--- src/rtl/an_tx_pkg.sv ---
// Shared types and constants for the AN_TX balance sequencer.
package an_tx_pkg;

    typedef enum logic [1:0] {
        IDLE,
        LOAD,
        DWELL
    } state_t;

    localparam int C_TBL_DEPTH = 8;
    localparam int C_BAL_W     = 6;
    localparam int C_DWELL_W   = 16;

    // Ceiling log2 with a floor of one bit.
    function automatic int f_log2(input int v);
        int n;
        n = 1;
        while ((1 << n) < v)
            n++;
        return n;
    endfunction

endpackage

--- src/rtl/an_tx_psw_deb.sv ---
// Push-switch synchroniser and tick-based debouncer.
// Emits a one-cycle pulse on each debounced 0->1 transition.
module an_tx_psw_deb
    import an_tx_pkg::*;
#(
    parameter int C_DEB_TICKs = 16
) (
    input  logic CK_i,
    input  logic RST_i,
    input  logic TICK_i,
    input  logic PSW_i,
    output logic PRESS_o
);

    localparam int C_CW = f_log2(C_DEB_TICKs + 1);
    localparam logic [C_CW-1:0] C_CNT_LAST = C_CW'(C_DEB_TICKs - 1);

    logic            r_s1;
    logic            r_s2;
    logic            r_stable;
    logic            r_press;
    logic [C_CW-1:0] r_cnt;
    logic            w_diff;
    logic            w_flip;

    assign w_diff = r_s2 ^ r_stable;
    assign w_flip = w_diff & TICK_i & (r_cnt == C_CNT_LAST);

    always_ff @(posedge CK_i) begin
        if (RST_i) begin
            r_s1     <= 1'b0;
            r_s2     <= 1'b0;
            r_stable <= 1'b0;
            r_press  <= 1'b0;
            r_cnt    <= '0;
        end else begin
            r_s1    <= PSW_i;
            r_s2    <= r_s1;
            r_press <= w_flip & r_s2;
            // Any return to the settled level restarts the count.
            if (!w_diff) begin
                r_cnt <= '0;
            end else if (w_flip) begin
                r_stable <= r_s2;
                r_cnt    <= '0;
            end else if (TICK_i) begin
                r_cnt <= r_cnt + 1'b1;
            end
        end
    end

    assign PRESS_o = r_press;

endmodule

--- src/rtl/an_tx_balance_seq.sv ---
// Table-driven sequencer for the AN_TX BUS_BALANCEs input.
// Plays {balance, dwell} entries once or looped, with manual override.
module an_tx_balance_seq
    import an_tx_pkg::*;
#(
    parameter int          C_CK_Fs         = 135_000_000,
    parameter int          C_TICK_Fs       = 1_000,
    parameter int          C_SIM_TICK_CKNs = 0,
    parameter int          C_DEB_TICKs     = 16,
    parameter logic [5:0]  C_IDLE_BAL      = 6'h3F
) (
    input  logic        CK_i,
    input  logic        RST_i,
    input  logic        WR_i,
    input  logic [2:0]  WR_ADRs_i,
    input  logic [5:0]  WR_BALs_i,
    input  logic [15:0] WR_DWELLs_i,
    input  logic [2:0]  LAST_IDXs_i,
    input  logic        LOOP_i,
    input  logic        RUN_i,
    input  logic        PSW_i,
    input  logic        MAN_i,
    input  logic [5:0]  MAN_BALs_i,
    output logic [5:0]  BUS_BALANCEs_o,
    output logic        BUSY_o,
    output logic [2:0]  IDXs_o,
    output logic        STEP_o,
    output logic        DONE_o
);

    localparam int C_N = (C_SIM_TICK_CKNs > 0) ? C_SIM_TICK_CKNs
                                               : C_CK_Fs / C_TICK_Fs;
    localparam int C_PRE_W = f_log2(C_N);
    localparam logic [C_PRE_W-1:0] C_PRE_MAX = C_PRE_W'(C_N - 1);
    // The LOAD cycle itself is the first clock of the dwell.
    localparam logic [C_PRE_W-1:0] C_PRE_LD  = (C_N > 1) ? C_PRE_W'(1) : '0;

    state_t                       r_state;
    state_t                       w_nxt;
    logic [C_PRE_W-1:0]           r_pre;
    logic [C_DWELL_W-1:0]         r_dcnt;
    logic [2:0]                   r_idx;
    logic [2:0]                   r_last;
    logic [C_BAL_W-1:0]           r_seq;
    logic [C_BAL_W-1:0]           r_out;
    logic                         r_run_d;
    logic [C_BAL_W+C_DWELL_W-1:0] r_tbl [C_TBL_DEPTH];

    logic                 w_tick;
    logic                 w_press;
    logic                 w_idle;
    logic                 w_start;
    logic                 w_abort;
    logic                 w_expire;
    logic                 w_is_last;
    logic [C_BAL_W-1:0]   w_rd_bal;
    logic [C_DWELL_W-1:0] w_rd_dw;
    logic [C_BAL_W-1:0]   w_seq;
    logic                 w_busy;
    logic                 w_step;
    logic                 w_done;

    an_tx_psw_deb #(
        .C_DEB_TICKs (C_DEB_TICKs)
    ) u_deb (
        .CK_i    (CK_i),
        .RST_i   (RST_i),
        .TICK_i  (w_tick),
        .PSW_i   (PSW_i),
        .PRESS_o (w_press)
    );

    always_ff @(posedge CK_i) begin
        if (WR_i)
            r_tbl[WR_ADRs_i] <= {WR_BALs_i, WR_DWELLs_i};
    end

    assign {w_rd_bal, w_rd_dw} = r_tbl[r_idx];

    assign w_tick    = (r_pre == C_PRE_MAX);
    assign w_idle    = (r_state == IDLE);
    assign w_start   = (( RUN_i & ~r_run_d) | w_press) &  w_idle;
    assign w_abort   = ((~RUN_i &  r_run_d) | w_press) & ~w_idle;
    assign w_expire  = (r_state == DWELL) & w_tick & (r_dcnt == 16'd1);
    assign w_is_last = (r_idx == r_last);

    always_ff @(posedge CK_i) begin
        if (RST_i)
            r_state <= IDLE;
        else
            r_state <= w_nxt;
    end

    always_comb begin
        w_nxt = r_state;
        unique case (r_state)
            IDLE: begin
                if (w_start)
                    w_nxt = LOAD;
            end
            LOAD: begin
                w_nxt = w_abort ? IDLE : DWELL;
            end
            DWELL: begin
                if (w_abort)
                    w_nxt = IDLE;
                else if (w_expire)
                    w_nxt = (!w_is_last || LOOP_i) ? LOAD : IDLE;
            end
            default: w_nxt = IDLE;
        endcase
    end

    always_comb begin
        w_busy = (r_state != IDLE);
        w_step = (r_state == LOAD);
        w_done = w_expire & ~w_abort & w_is_last & ~LOOP_i;
    end

    always_ff @(posedge CK_i) begin
        if (RST_i) begin
            r_pre   <= '0;
            r_dcnt  <= '0;
            r_idx   <= '0;
            r_last  <= '0;
            r_seq   <= C_IDLE_BAL;
            r_run_d <= 1'b0;
        end else begin
            r_run_d <= RUN_i;
            if (r_state == LOAD)
                r_pre <= C_PRE_LD;
            else if (w_tick)
                r_pre <= '0;
            else
                r_pre <= r_pre + 1'b1;
            if (w_start) begin
                r_idx  <= 3'd0;
                r_last <= LAST_IDXs_i;
            end
            if (r_state == LOAD) begin
                r_dcnt <= (w_rd_dw == '0) ? 16'd1 : w_rd_dw;
                r_seq  <= w_rd_bal;
            end else if (r_state == DWELL && !w_abort) begin
                if (w_tick)
                    r_dcnt <= r_dcnt - 16'd1;
                if (w_expire && (!w_is_last || LOOP_i))
                    r_idx <= w_is_last ? 3'd0 : r_idx + 3'd1;
            end
        end
    end

    always_comb begin
        w_seq = r_seq;
        if (r_state == LOAD)
            w_seq = w_rd_bal;
        else if (r_state == IDLE)
            w_seq = C_IDLE_BAL;
    end

    always_ff @(posedge CK_i) begin
        if (RST_i)
            r_out <= C_IDLE_BAL;
        else
            r_out <= MAN_i ? MAN_BALs_i : w_seq;
    end

    assign BUS_BALANCEs_o = r_out;
    assign BUSY_o         = w_busy;
    assign IDXs_o         = r_idx;
    assign STEP_o         = w_step;
    assign DONE_o         = w_done;

endmodule

--- config.mk ---
export PLATFORM = sky130hd
export DESIGN_NAME = an_tx_balance_seq
export DESIGN_NICKNAME = d
export VERILOG_FILES = /design/src/rtl/an_tx_pkg.sv /design/src/rtl/an_tx_psw_deb.sv /design/src/rtl/an_tx_balance_seq.sv
export SDC_FILE = /design/constraint.sdc
export NUM_CORES = 1
export LEC_CHECK = 0
export CAP_MARGIN = 10
export CORE_MARGIN = 5
export CORE_UTILIZATION = 37
export CTS_CLUSTER_DIAMETER = 200
export DETAILED_ROUTE_END_ITERATION = 10
export GPL_ROUTABILITY_DRIVEN = 0
export PLACE_DENSITY = 0.62
export SLEW_MARGIN = 25
export SYNTH_ARGS = -nofsm -noshare
export SYNTH_HDL_FRONTEND = slang
export SYNTH_HIERARCHICAL = 1
export SYNTH_SLANG_ARGS = --single-unit
--- constraint.sdc ---
create_clock -name CK_i -period 2.4 [get_ports CK_i]
set_input_delay 0.48 -clock CK_i [delete_from_list [all_inputs] [get_ports CK_i]]
set_output_delay 0.48 -clock CK_i [all_outputs]
set_load 0.03 [all_outputs]
==> key figures <==
Timing
  • Final Max Slew Viols: 0
  • Final min period: 3190 ps
  • Max Clock Skew: 11.4 ps
  • Max Freq: 313 MHz
  • Unrepaired setup endpoints after global routing: yes
  • Setup-failing EPs final: 7
  • Fin crit share: 133%
  • Setup ws final: -794 ps
  • Count of final hold-check violations: 0
  • Worst slew pin tran: 694 ps
  • Fin Hold WS: 463 ps
  • Rel. slew slack: 53.6%

Global routing
  • Total gr overflow: 0
  • First-pass GRT wire length: 32300 um
  • Initial antenna violation count: 0
  • GRT Total Usage: 14.0%
  • Vias in the first global route: 5834
  • Largest net degree at the start of global routing: 36

Synth
  • FF+latch count, synth: 240
  • Ys async rst share: 0%
  • Total of warnings raised by yosys: 6
  • Synthesized net count: 668
  • Synthesized instance count: 621
  • Post-synthesis sequential area ratio: 68.3%
  • Synthesized area: 0.00961 sq mm
  • Syn avg cell area: 15.5 sq um
  • Synth top area share: 55.0%
  • Post-synth EDFFs: 176
  • Most area-hungry cell type in the Yosys netlist: edfxtp_1
  • Netlist cell types: 49
  • Top cells by area, synth: edfxtp_1 55%, dfxtp_1 13%, mux4_2 10%
  • Synth Flop Type: edfxtp_1

Setup path
  • Worst R2R Path Depth: 6
  • Setup crit end kind: primary output
  • R2R Setup Slk: -270 ps
  • CP Max Fanout: 4
  • Reg-to-Reg End: IDXs_o[0]$_SDFF_PP0_
  • Critical path origin: r_dcnt[2]$_SDFFE_PP0P_
  • CP Class: reg -> out
  • Critical path arrival: 2710 ps
  • Worst flop-to-flop path startpoint: r_dcnt[2]$_SDFFE_PP0P_
  • Crit start category: register
  • Worst Path Required: 1920 ps
  • Crit path to: DONE_o

Clock network
  • Clock net sink count: 240
  • CTS Buffer Depth: 3
  • Num CTS Buffers: 25
  • Worst skew pair latency: 510 ps
  • Clock transition at path regs: 60 ps
  • CTS tree: yes
  • H-tree lvl count: 1
  • Root Driver: clkbuf_16
  • CTS Hold Bufs: 0

Final layout
  • Core Util, Final: 46.0%
  • Most common cell after layout, fill and taps aside: edfxtp_1
  • Register area: 0.00657 sq mm
  • Area Overhead vs Synth: 23.6%
  • Leading cell types in the layout, fill and taps excluded: 176 x edfxtp_1, 61 x dfxtp_1, 49 x nand2_1
  • Layout cells sized above 1: 22.6%
  • Footprint of the multi-input gates: 0.00298 sq mm
  • Fillers: 2248
  • Final instance area: 0.0119 sq mm
  • Final nets: 773

Place
  • Input/output buffers: 52
  • HPWL Detailed: 13200 um
  • Area of placed instances: 0.0110 sq mm
  • Place WS: -262 ps

Drt
  • WL final: 20500 um
  • Avg WL per Cell: 19.0 um
  • Pre-antenna DRT Iters: 4
  • Via density: 5.18
  • Final ANT Viol Nets: 0
  • DRC viols: 0
  • Vias post-DR: 5584
  • Iter 0 DRT Violations: 436

Floorplan
  • Die area: 0.0293 sq mm
  • Die width: 171 um
  • FP Rows: 59
  • Core Region: 0.0258 sq mm
  • Die Ht: 171 um
  • Initial Util: 37.2%
  • Ports: 53

Power
  • Total power: 8.91 mW
  • Peak supply drop: 466 uV
  • P per Cell Area: 750 mW/mm^2
  • Leakage: 3.91 nW

Outcome
  • Failing checks: setup timing
  • Status: finished with violations

Flow run
  • Max cap viols: 0

Min path
  • Hold Crit Class: reg -> reg
[through the flow]
step	cells	TNS (ps)
2_1_floorplan	621	-342
3_3_place_gp	1032	-860
3_5_place_dp	1032	-1220
4_1_cts	1075	-1800
5_1_grt	1077	-2490
6_report	1078	-1920
[what timing repair did]
action,CTS,global route
setup endpoints to repair,6,11
pin swaps,1,6
resized for setup,2,13
buffers inserted,0,2
[synthesized netlist by cell type, drive strengths merged (2+ instances only)]
library cell and n:
nand4 12, and4 3, nand2 49, buf 8
a21o 2, or3 8, or4 9, and3 3
ha 6, mux2i 26, dfxtp 64, o31ai 8
a211o 5, a21oi 4, nand2b 7, o211ai 6
nand3 9, edfxtp 176, a2111oi 2, xnor2 13
nor2b 5, nor4 4, and2 2, or2 3
o21ai 9, nor3 10, nand3b 2, inv 14
nor2 47, clkbuf 20, xor2 12, a31oi 13
a211oi 7, mux4 44
[registers in the layout, summed over array words and instances, names as in the netlist]
register,cells
r_tbl,176
r_pre,18
r_dcnt,16
BUS_BALANCEs_o,6
r_seq,6
u_deb/r_cnt,5
IDXs_o,3
r_last,3
r_state,2
r_run_d,1
u_deb/PRESS_o,1
u_deb/r_s1,1
u_deb/r_s2,1
u_deb/r_stable,1
[power by group]
group	total (mW)	switching [mW]	internal, mW
Sequential	4.64	0.0487	4.59
Clock	3.71	1.49	2.22
Combinational	0.557	0.295	0.262
[final cells by class]
type | count | share of cell area (%)
Sequential cell | 240 | 55.3
Inverter | 14 | 0.442
Clock inverter | 15 | 1.27
Timing Repair Buffer | 106 | 9.00
Tap cell | 335 | 3.53
Antenna cell | 1 | 0.0211
Multi-Input combinational cell | 339 | 25.0
Clock buffer | 28 | 5.36
[cells by family after synthesis]
| logic type | Yosys count | share of synthesized area, % |
|---|---|---|
| xor+xnor | 25 | 2.28 |
| simple gates | 175 | 9.09 |
| fa+ha+maj | 6 | 0.781 |
| flops | 240 | 68.3 |
| buf+inv | 42 | 1.73 |
| compound gates | 62 | 4.60 |
| mux | 71 | 13.2 |
[per-layer routing]
| layer | up-vias | routed length (um) | GRT usage, % |
|---|---|---|---|
| li1 | 2626 | - | - |
| met1 | 2824 | 9120 | 19.3 |
| met2 | 112 | 10100 | 23.4 |
| met3 | 22 | 902 | 2.70 |
| met4 | 0 | 349 | 2.79 |
| met5 | - | 0 | 0 |
[worst min path at each step]
stage	slack (ps)	from	cells past startpoint	end
floorplan	410	u_deb/r_s1$_SDFF_PP0_	1	u_deb/r_s2$_SDFF_PP0_
global placement	440	r_seq[4]$_SDFFE_PP1P_	1	r_seq[4]$_SDFFE_PP1P_
detailed placement	450	r_seq[1]$_SDFFE_PP1P_	1	r_seq[1]$_SDFFE_PP1P_
CTS	460	r_seq[1]$_SDFFE_PP1P_	1	r_seq[1]$_SDFFE_PP1P_
global route	480	u_deb/r_s1$_SDFF_PP0_	1	u_deb/r_s2$_SDFF_PP0_
finish	460	u_deb/r_s1$_SDFF_PP0_	1	u_deb/r_s2$_SDFF_PP0_
[worst max-delay path, cell delays in order (launching register included)]
cell and delay, ps:
dfxtp_2 320, or4_4 550, or4_4 440, or4_4 450, a2111oi_4 230, buf_4 220
(Power assumes the default switching activity.)
